**src/rtl/traffic_checker_sat_counter.sv**
```systemverilog
// Saturating statistics counter: adds inc_i each cycle, clamps at all-ones.
// One-cycle latency; synchronous clear has priority over the increment.
module sat_counter #(
   parameter int WIDTH = 32,
   parameter int INC_W = 1
) (
   input  logic             clk,
   input  logic             resetn,
   input  logic             clear_i,
   input  logic [INC_W-1:0] inc_i,
   output logic [WIDTH-1:0] count_o
);

   localparam int SUM_W = ((WIDTH > INC_W) ? WIDTH : INC_W) + 1;

   logic [WIDTH-1:0] count_q, count_d;
   logic [SUM_W-1:0] sum;

   always_comb begin
      sum     = SUM_W'(count_q) + SUM_W'(inc_i);
      count_d = (|sum[SUM_W-1:WIDTH]) ? '1 : sum[WIDTH-1:0];
      if (clear_i) count_d = '0;
   end

   always_ff @(posedge clk or negedge resetn) begin
      if (!resetn) count_q <= '0;
      else         count_q <= count_d;
   end

   assign count_o = count_q;

endmodule

```
**config.mk**
```make
export PLATFORM = sky130hd
export DESIGN_NAME = sat_counter
export DESIGN_NICKNAME = d
export VERILOG_FILES = /design/src/rtl/traffic_checker_sat_counter.sv
export SDC_FILE = /design/constraint.sdc
export NUM_CORES = 1
export LEC_CHECK = 0
export ABC_AREA = 0
export CORE_MARGIN = 1
export CORE_UTILIZATION = 45
export CTS_CLUSTER_DIAMETER = 120
export CTS_CLUSTER_SIZE = 25
export DETAILED_ROUTE_END_ITERATION = 12
export MAX_ROUTING_LAYER = met4
export PLACE_DENSITY = 0.75
export SLEW_MARGIN = 20
export SYNTH_ARGS = -nofsm -noshare
export SYNTH_HDL_FRONTEND = slang
export SYNTH_SLANG_ARGS = --single-unit
```
**constraint.sdc**
```tcl
create_clock -name clk -period 2.8 [get_ports clk]
set_input_delay 0.84 -clock clk [delete_from_list [all_inputs] [get_ports clk]]
set_output_delay 0.84 -clock clk [all_outputs]
set_load 0.02 [all_outputs]
```
==> summary.md, run 1 <==
| Metric | Value |
|---|---|
| Design area | ~2400 um^2 |
| Dpl cells | 282 |
| Startpoint Class | input port |
| LEAKAGE | about 0.9 nW |
| Final hold vios | 0 |
| Synthesized instance count | a little under 200 |
| FF-to-FF Start | count_o[1]$_DFF_PN0_ |
| Core area | between 3000 and 4000 um^2 |
| Reg clk slew, reported paths | about 0.060 ns |
| Synth-to-Final Area Change | 33.4% |
| DR iter-0 viols | about 150 |
| Status | finished clean |
| Routed vias | 1716 |
| Ys async rst share | 1.00 |
| CP startpoint | inc_i |
| Hold Slack | between 0.5 and 0.6 ns |
| Nets | 247 |
| Largest register FFs | 32 |
| Max-slew violation count | 0 |
| Dpl cell area | approximately 2300 um^2 |
| CTS tree | done |
| Routed WL per cell | ~15 um |
| Post-Syn Nets | a little under 200 |
| N_diodes | 0 |
| Synthesized flop and latch total | 32 |
| Worst reg-to-reg setup slack | 0.65 ns |
| RePlAce Congestion | 0.847 |
| CTS Buf Count | 5 |
| Post-layout power | 0.887 mW |
| Initial antenna violation count | 0 |
| TritonRoute pass-1 iters | 4 |
| I/O Buffers | 35 |
| Vias per cell | roughly 5.9 |
| Worst vdd ir | 0.000327 V |
| Total congestion overflow | 0 |
| Dpl ws | -0.316 ns |
| Post-Route Skew | 0.00368 ns |
| PwrDens | between 300 and 400 nW/um^2 |
| Setup CP Type | in2reg |
| Setup violations, final | 0 |
| Clk_lat worst skew | between 0.2 and 0.3 ns |
| Final Critical Period | approximately 2.4 ns |
| CTS sink cnt | 32 |
| Worst EP required | 3.00 ns |
| Hold crit path type | reg2reg |
| Final routed DRC violation total | 0 |
| Post-route setup slack | ~0.39 ns |
| Crit end category | register |
| Placed wire-length estimate | approximately 3000 um |
| Initial Utilization | 0.480 |
| Die ar. | between 4000 and 5000 um^2 |
| Most area-consuming cells after synthesis | dfrtp_1 (45%), or4_1 (5.4%), a31oi_1 (4.9%) |
| Hold Crit Start | count_o[31]$_DFF_PN0_ |
| GR Util All Layers | 0.238 |
| R2R depth | 4 |
| Vias in the first global route | around 1.6k |
| IO Pins | 36 |
| First-pass GRT wire length | between 7000 and 8000 um |
| Largest net degree at the start of global routing | 33 |
| FMAX | just over 0.4 GHz |
| Reg2Reg Capture Point | count_o[25]$_DFF_PN0_ |
| Std-Cell Rows | 22 |
| Worst Hold End | count_o[31]$_DFF_PN0_ |
| Final wirelength | 4270 um |
| Worst-path fanout max | 17 |
| Clock root buffer | clkbuf_8 |
| Chip Width | 65.2 um |
| EDFF count, synth | 0 |
| Avg Inst Size Synth | slightly above 9 um^2 |
| Hold Path Stages | 2 |
| Prevailing post-synth register cell | dfrtp_1 |
| Final non-filler cell total | 290 |
| Area share of the largest cell type after synthesis | 0.446 |
| Netlist Area Pre-Place | between 1500 and 2000 um^2 |
| Unique masters post-synth | 37 |
| Worst-Margin Slew | between 0.5 and 0.6 ns |
| Chip height | ~65 um |
| Slew headroom | 0.664 |
| Share of layout cells above drive strength 1 | 0.124 |
| Synth Warn # | 0 |
| CP Data Arrival Time | around 2.6 ns |
| H-tree Lvls | 2 |
| Crit share post-route | 0.862 |
| Synth area leader | dfrtp_1 |
| Sequential share of the synthesized area | 0.446 |
| Clk buf depth | 2 |
| Max-cap violations | 0 |
| RSZ-0062 raised after global routing | no |
| Post-route ant nets | 0 |
## layout make-up
class                           instances  area [um^2]
Fill cell                             324         1350
Multi-Input combinational cell        139          922
Sequential cell                        32          801
Timing Repair Buffer                   52          480
Clock buffer                            8         90.1
Tap cell                               48         60.1
Inverter                               11         41.3
## critical path, stage by stage
cell and delay, ns:
dlymetal6s2s_1 0.16, ha_4 0.19, nand4_4 0.10, or4_1 0.47
buf_4 0.20, or4_1 0.50, a31oi_1 0.16
## synthesized netlist by cell type (all sizes together), types with 3 or more instances
master / n
dfrtp: 32
a31oi: 14
a21oi: 13
or4: 13
nand4: 12
inv: 11
nand2: 10
nand3: 10
o31ai: 10
clkbuf: 9
nor2: 8
nor4: 7
xnor2: 5
a311oi: 4
nor3: 4
xor2: 4
and3: 3
or2: 3
## through the flow
stage	setup TNS, ns	util
final	0	0.640
after global routing	0	0.640
after CTS	0	0.636
after detailed placement	-3.14	0.612
after global placement	-2.73	0.612
after floorplan	0	-
## placed cells by master (no fill, tap or decap), types with 2 or more instances in the layout
cell / Yosys / layout
clkdlybuf4s50_1: 0 / 34
dfrtp_1: 32 / 32
buf_4: 0 / 17
a31oi_1: 14 / 14
or4_1: 13 / 13
a21oi_1: 13 / 13
inv_1: 11 / 11
nand4_1: 11 / 11
nand2_1: 10 / 10
nand3_1: 10 / 10
o31ai_1: 10 / 10
nor2_1: 8 / 8
nor4_1: 6 / 6
clkbuf_8: 0 / 6
xnor2_1: 5 / 5
nor3_1: 4 / 4
a311oi_1: 4 / 4
xor2_1: 4 / 4
or2_2: 3 / 3
and3_1: 3 / 3
a41oi_1: 2 / 2
or3_1: 2 / 2
and4_1: 2 / 2
o21ai_0: 2 / 2
clkbuf_1: 8 / 2
## how the worst max path moves through the flow
stage / slack [ns] / depth (start not counted) / to
after floorplan: 0.24 / 7 / count_o[30]$_DFF_PN0_
after global placement: -0.31 / 7 / count_o[23]$_DFF_PN0_
after detailed placement: -0.32 / 7 / count_o[23]$_DFF_PN0_
after CTS: 0.007 / 7 / count_o[23]$_DFF_PN0_
after global routing: 0.28 / 7 / count_o[23]$_DFF_PN0_
final: 0.39 / 7 / count_o[23]$_DFF_PN0_
## layer usage
layer	up-vias	GRT usage	routed length, um
met5	-	-	0
met3	7	0.0573	171
li1	847	-	-
met2	36	0.351	1970
met4	0	0.106	88
met1	826	0.310	2050
## report_power, final
group          leakage (nW)  total [mW]  switching [mW]  internal, mW
clock network        0.0455       0.367           0.166         0.200
registers             0.446       0.471         0.00551         0.465
logic                 0.395      0.0494          0.0290        0.0204
total                 0.886       0.887           0.201         0.686
## logic make-up after synthesis
group	count (synthesis)	share of synthesized area
AOI/OAI and AO/OA	49	0.180
DFF	32	0.446
and+or+nand+nor	78	0.263
buffers and inverters	22	0.0474
xor gates and xnor gates	9	0.0439
muxes	1	0.00558
adders and majority gates	2	0.0139
## repair_timing
| item | in CTS | in global routing |
|---|---|---|
| hold buffers | 0 | 0 |
| gates resized for setup | 1 | 2 |
| buffers inserted | 0 | 0 |
| setup endpoints to repair | 2 | 7 |
| pin swaps | 0 | 0 |
(Power assumes the default switching activity.)
==> run 2, diff against run 1 <==
Settings changed: CORE_UTILIZATION 45 to 51, PLACE_DENSITY 0.75 to 0.83, REMOVE_ABC_BUFFERS set to 1, SKIP_CTS_REPAIR_TIMING set to 1.
==> run 2 against run 1 <==
Compared with the run above:
- worst setup slack worse by 0.27 ns
- clock power shrank 19%
- total power down 7.9%
- sequential share of layout area is 0.18 points higher
- utilization grew 6.9 points
- routed wire length rose by 4.4%
- via count grew 2.4%
- sequential power is essentially flat
- maximum frequency decreased by 10%
- first-iteration DRC count fell by 12%
- register-to-register slack worse by 0.06 ns
- flip-flop and latch count unchanged
- largest cell class unchanged
==> summary.md, run 2 (same netlist as run 1, synthesis figures left out) <==
| Metric | Value |
|---|---|
| Status | finished clean (unchanged) |
| Initial Utilization | 0.534 (was 0.480) |
| Max-cap violations | 0 (unchanged) |
| Std-Cell Rows | 21 (was 22) |
| Largest net degree at the start of global routing | 33 (unchanged) |
| Worst vdd ir | 0.000289 V (was 0.000327 V) |
| Slew headroom | 0.568 (was 0.664) |
| Commonest non-fill, non-tap cell in the layout | clkdlybuf4s50_1 (unchanged) |
| Setup TNS | 0 ns (unchanged) |
| Hold Crit Start | count_o[31]$_DFF_PN0_ (unchanged) |
| DR iter-0 viols | 129 (was 147) |
| TritonRoute pass-1 iters | 4 (unchanged) |
| Hold crit path type | reg2reg (unchanged) |
| P_int | 0.626 mW (was 0.686 mW) |
| Synth-to-Final Area Change | 32.7% (was 33.4%) |
| First-pass GRT wire length | 7250 um (was 7500 um) |
| FF-to-FF Start | count_o[1]$_DFF_PN0_ (unchanged) |
| I/O Buffers | 35 (unchanged) |
| Post-route setup slack | 0.114 ns (was 0.388 ns) |
| Largest register FFs | 32 (unchanged) |
| Final non-filler cell total | 289 (was 290) |
| H-tree Lvls | 2 (unchanged) |
| Routed WL per cell | 15.4 um (was 14.7 um) |
| Crit share post-route | 0.959 (was 0.862) |
| Clk buf depth | 2 (unchanged) |
| Worst-path fanout max | 14 (was 17) |
| Crit end category | register (unchanged) |
| Post-route ant nets | 0 (unchanged) |
| Delay-heaviest family, CP | simple AND/OR/NAND/NOR gates (unchanged) |
| Chip height | 61.3 um (was 65.2 um) |
| Chip Width | 61.3 um (was 65.2 um) |
| Worst EP required | 3.06 ns (was 3.00 ns) |
| Dpl cell area | 2300 um^2 (was 2290 um^2) |
| Die ar. | 3760 um^2 (was 4250 um^2) |
| Post-Route Skew | 0.00755 ns (was 0.00368 ns) |
| Worst reg-to-reg setup slack | 0.59 ns (was 0.65 ns) |
| GR Util All Layers | 0.272 (was 0.238) |
| Final hold vios | 0 (unchanged) |
| Share of layout cells above drive strength 1 | 0.144 (was 0.124) |
| Post-layout power | 0.817 mW (was 0.887 mW) |
| Initial antenna violation count | 0 (unchanged) |
| Hold Slack | 0.587 ns (was 0.577 ns) |
| PwrDens | 343 nW/um^2 (was 370 nW/um^2) |
| Reg clk slew, reported paths | 0.09 ns (was 0.06 ns) |
| Clock power share | 0.367 (was 0.413) |
| Buf+Inv Stages, Crit Path | 2 (unchanged) |
| Crit path cell chain | clkdlybuf4s50_1 -> ha_2 -> nand4_4 -> or4_4 -> buf_6 -> or4_1 -> a31oi_1 (was dlymetal6s2s_1 -> ha_4 -> nand4_4 -> or4_1 -> buf_4 -> or4_1 -> a31oi_1) |
| WP depth | 7 (unchanged) |
| Reg2Reg Capture Point | count_o[17]$_DFF_PN0_ (was count_o[25]$_DFF_PN0_) |
| Design area | 2380 um^2 (was 2390 um^2) |
| CP max-delay cell | or4_4 (was or4_1) |
| Sequential Power Share | 0.575 (was 0.531) |
| N_diodes | 0 (unchanged) |
| IO Pins | 36 (unchanged) |
| Combinational cell fraction of total power | 0.058 (was 0.056) |
| FMAX | 0.372 GHz (was 0.415 GHz) |
| Total congestion overflow | 0 (unchanged) |
| Core area | 3360 um^2 (was 3740 um^2) |
| RSZ-0062 raised after global routing | no (unchanged) |
| Setup CP Type | in2reg (unchanged) |
| Nets | 249 (was 247) |
| Setup violations, final | 0 (unchanged) |
| Sw Pwr | 0.191 mW (was 0.201 mW) |
| Final Critical Period | 2.69 ns (was 2.41 ns) |
| CTS tree | done (unchanged) |
| Dpl cells | 282 (unchanged) |
| Worst Hold End | count_o[31]$_DFF_PN0_ (unchanged) |
| Max-slew violation count | 0 (unchanged) |
| Final wirelength | 4460 um (was 4270 um) |
| Core Util, Final | 0.708 (was 0.640) |
| LEAKAGE | 0.879 nW (was 0.886 nW) |
| Clock root buffer | clkbuf_4 (was clkbuf_8) |
| Vias in the first global route | 1568 (was 1627) |
| Critical Path Max Stage Delay | 0.50 ns (about the same) |
| Final routed DRC violation total | 0 (unchanged) |
| Hold Path Stages | 2 (unchanged) |
| Placed wire-length estimate | 3070 um (was 2970 um) |
| Filler Cells Inserted | 270 (was 324) |
| RePlAce Congestion | 0.833 (was 0.847) |
| Dpl ws | -0.286 ns (was -0.316 ns) |
| Sw Share | 0.233 (was 0.226) |
| Startpoint Class | input port (unchanged) |
| Worst-Margin Slew | 0.646 ns (was 0.502 ns) |
| CTS sink cnt | 32 (unchanged) |
| Clk_lat worst skew | 0.35 ns (was 0.28 ns) |
| Most frequent cells in the layout | clkdlybuf4s50_1 (35), dfrtp_1 (32), buf_4 (18) (was clkdlybuf4s50_1 (34), dfrtp_1 (32), buf_4 (17)) |
| CP Data Arrival Time | 2.95 ns (was 2.61 ns) |
| R2R depth | 4 (unchanged) |
| CTS Buf Count | 5 (unchanged) |
| Routed vias | 1758 (was 1716) |
| Vias per cell | 6.08 (was 5.92) |
## run 2: cell types whose count changed in the layout (fill, tap and decap cells not counted), sizes merged
| cell | delta |
|---|---|
| clkdlybuf4s50 | +1 |
| buf | +2 |
| clkbuf | -1 |
| dlymetal6s2s | -1 |
## run 2: area by class of cell
cell class	count	area, um^2	area share
Inverter	11	41.3	0.0173
Tap cell	46	57.6	0.0242
Sequential cell	32	801	0.336
Clock buffer	7	65.1	0.0273
Multi-Input combinational cell	139	921	0.387
Timing Repair Buffer	54	497	0.209
## run 2: worst max path at each step
stage / startpoint / end / slack (ns)
6_report: inc_i / count_o[18]$_DFF_PN0_ / 0.11
3_5_place_dp: inc_i / count_o[23]$_DFF_PN0_ / -0.29
3_3_place_gp: inc_i / count_o[23]$_DFF_PN0_ / -0.25
5_1_grt: inc_i / count_o[23]$_DFF_PN0_ / 0.02
4_1_cts: inc_i / count_o[30]$_DFF_PN0_ / 0.03
2_1_floorplan: inc_i / count_o[23]$_DFF_PN0_ / 0.13
## run 2: metal layers
layer  GRT usage  vias up  part of all wire
met2       0.430       54              0.48
met5           -        -                 0
met4       0.111        0             0.018
met1       0.348      843              0.46
li1            -      853                 -
met3      0.0441        8             0.045
## run 2: power groups by stage
stage / combinational, mW / clock (mW) / sequential, mW
global route: 0.0528 / 0.318 / 0.470
floorplan: 0.00961 / 0 / 0.482
CTS: 0.0481 / 0.301 / 0.470
global placement: 0.0471 / 0 / 0.479
finish: 0.0477 / 0.299 / 0.470
detailed placement: 0.0478 / 0 / 0.479
## run 2: worst min-delay path, cell delays in order (launching register included)
cell and delay, ns:
dfrtp_1 0.43, inv_1 0.07, a21oi_1 0.05
==> run 3, diff against run 2 <==
Settings changed: SKIP_LAST_GASP set to 1.
==> results of run 3 <==
Same layout as run 2: the final DEF is identical, and so are final timing and power.
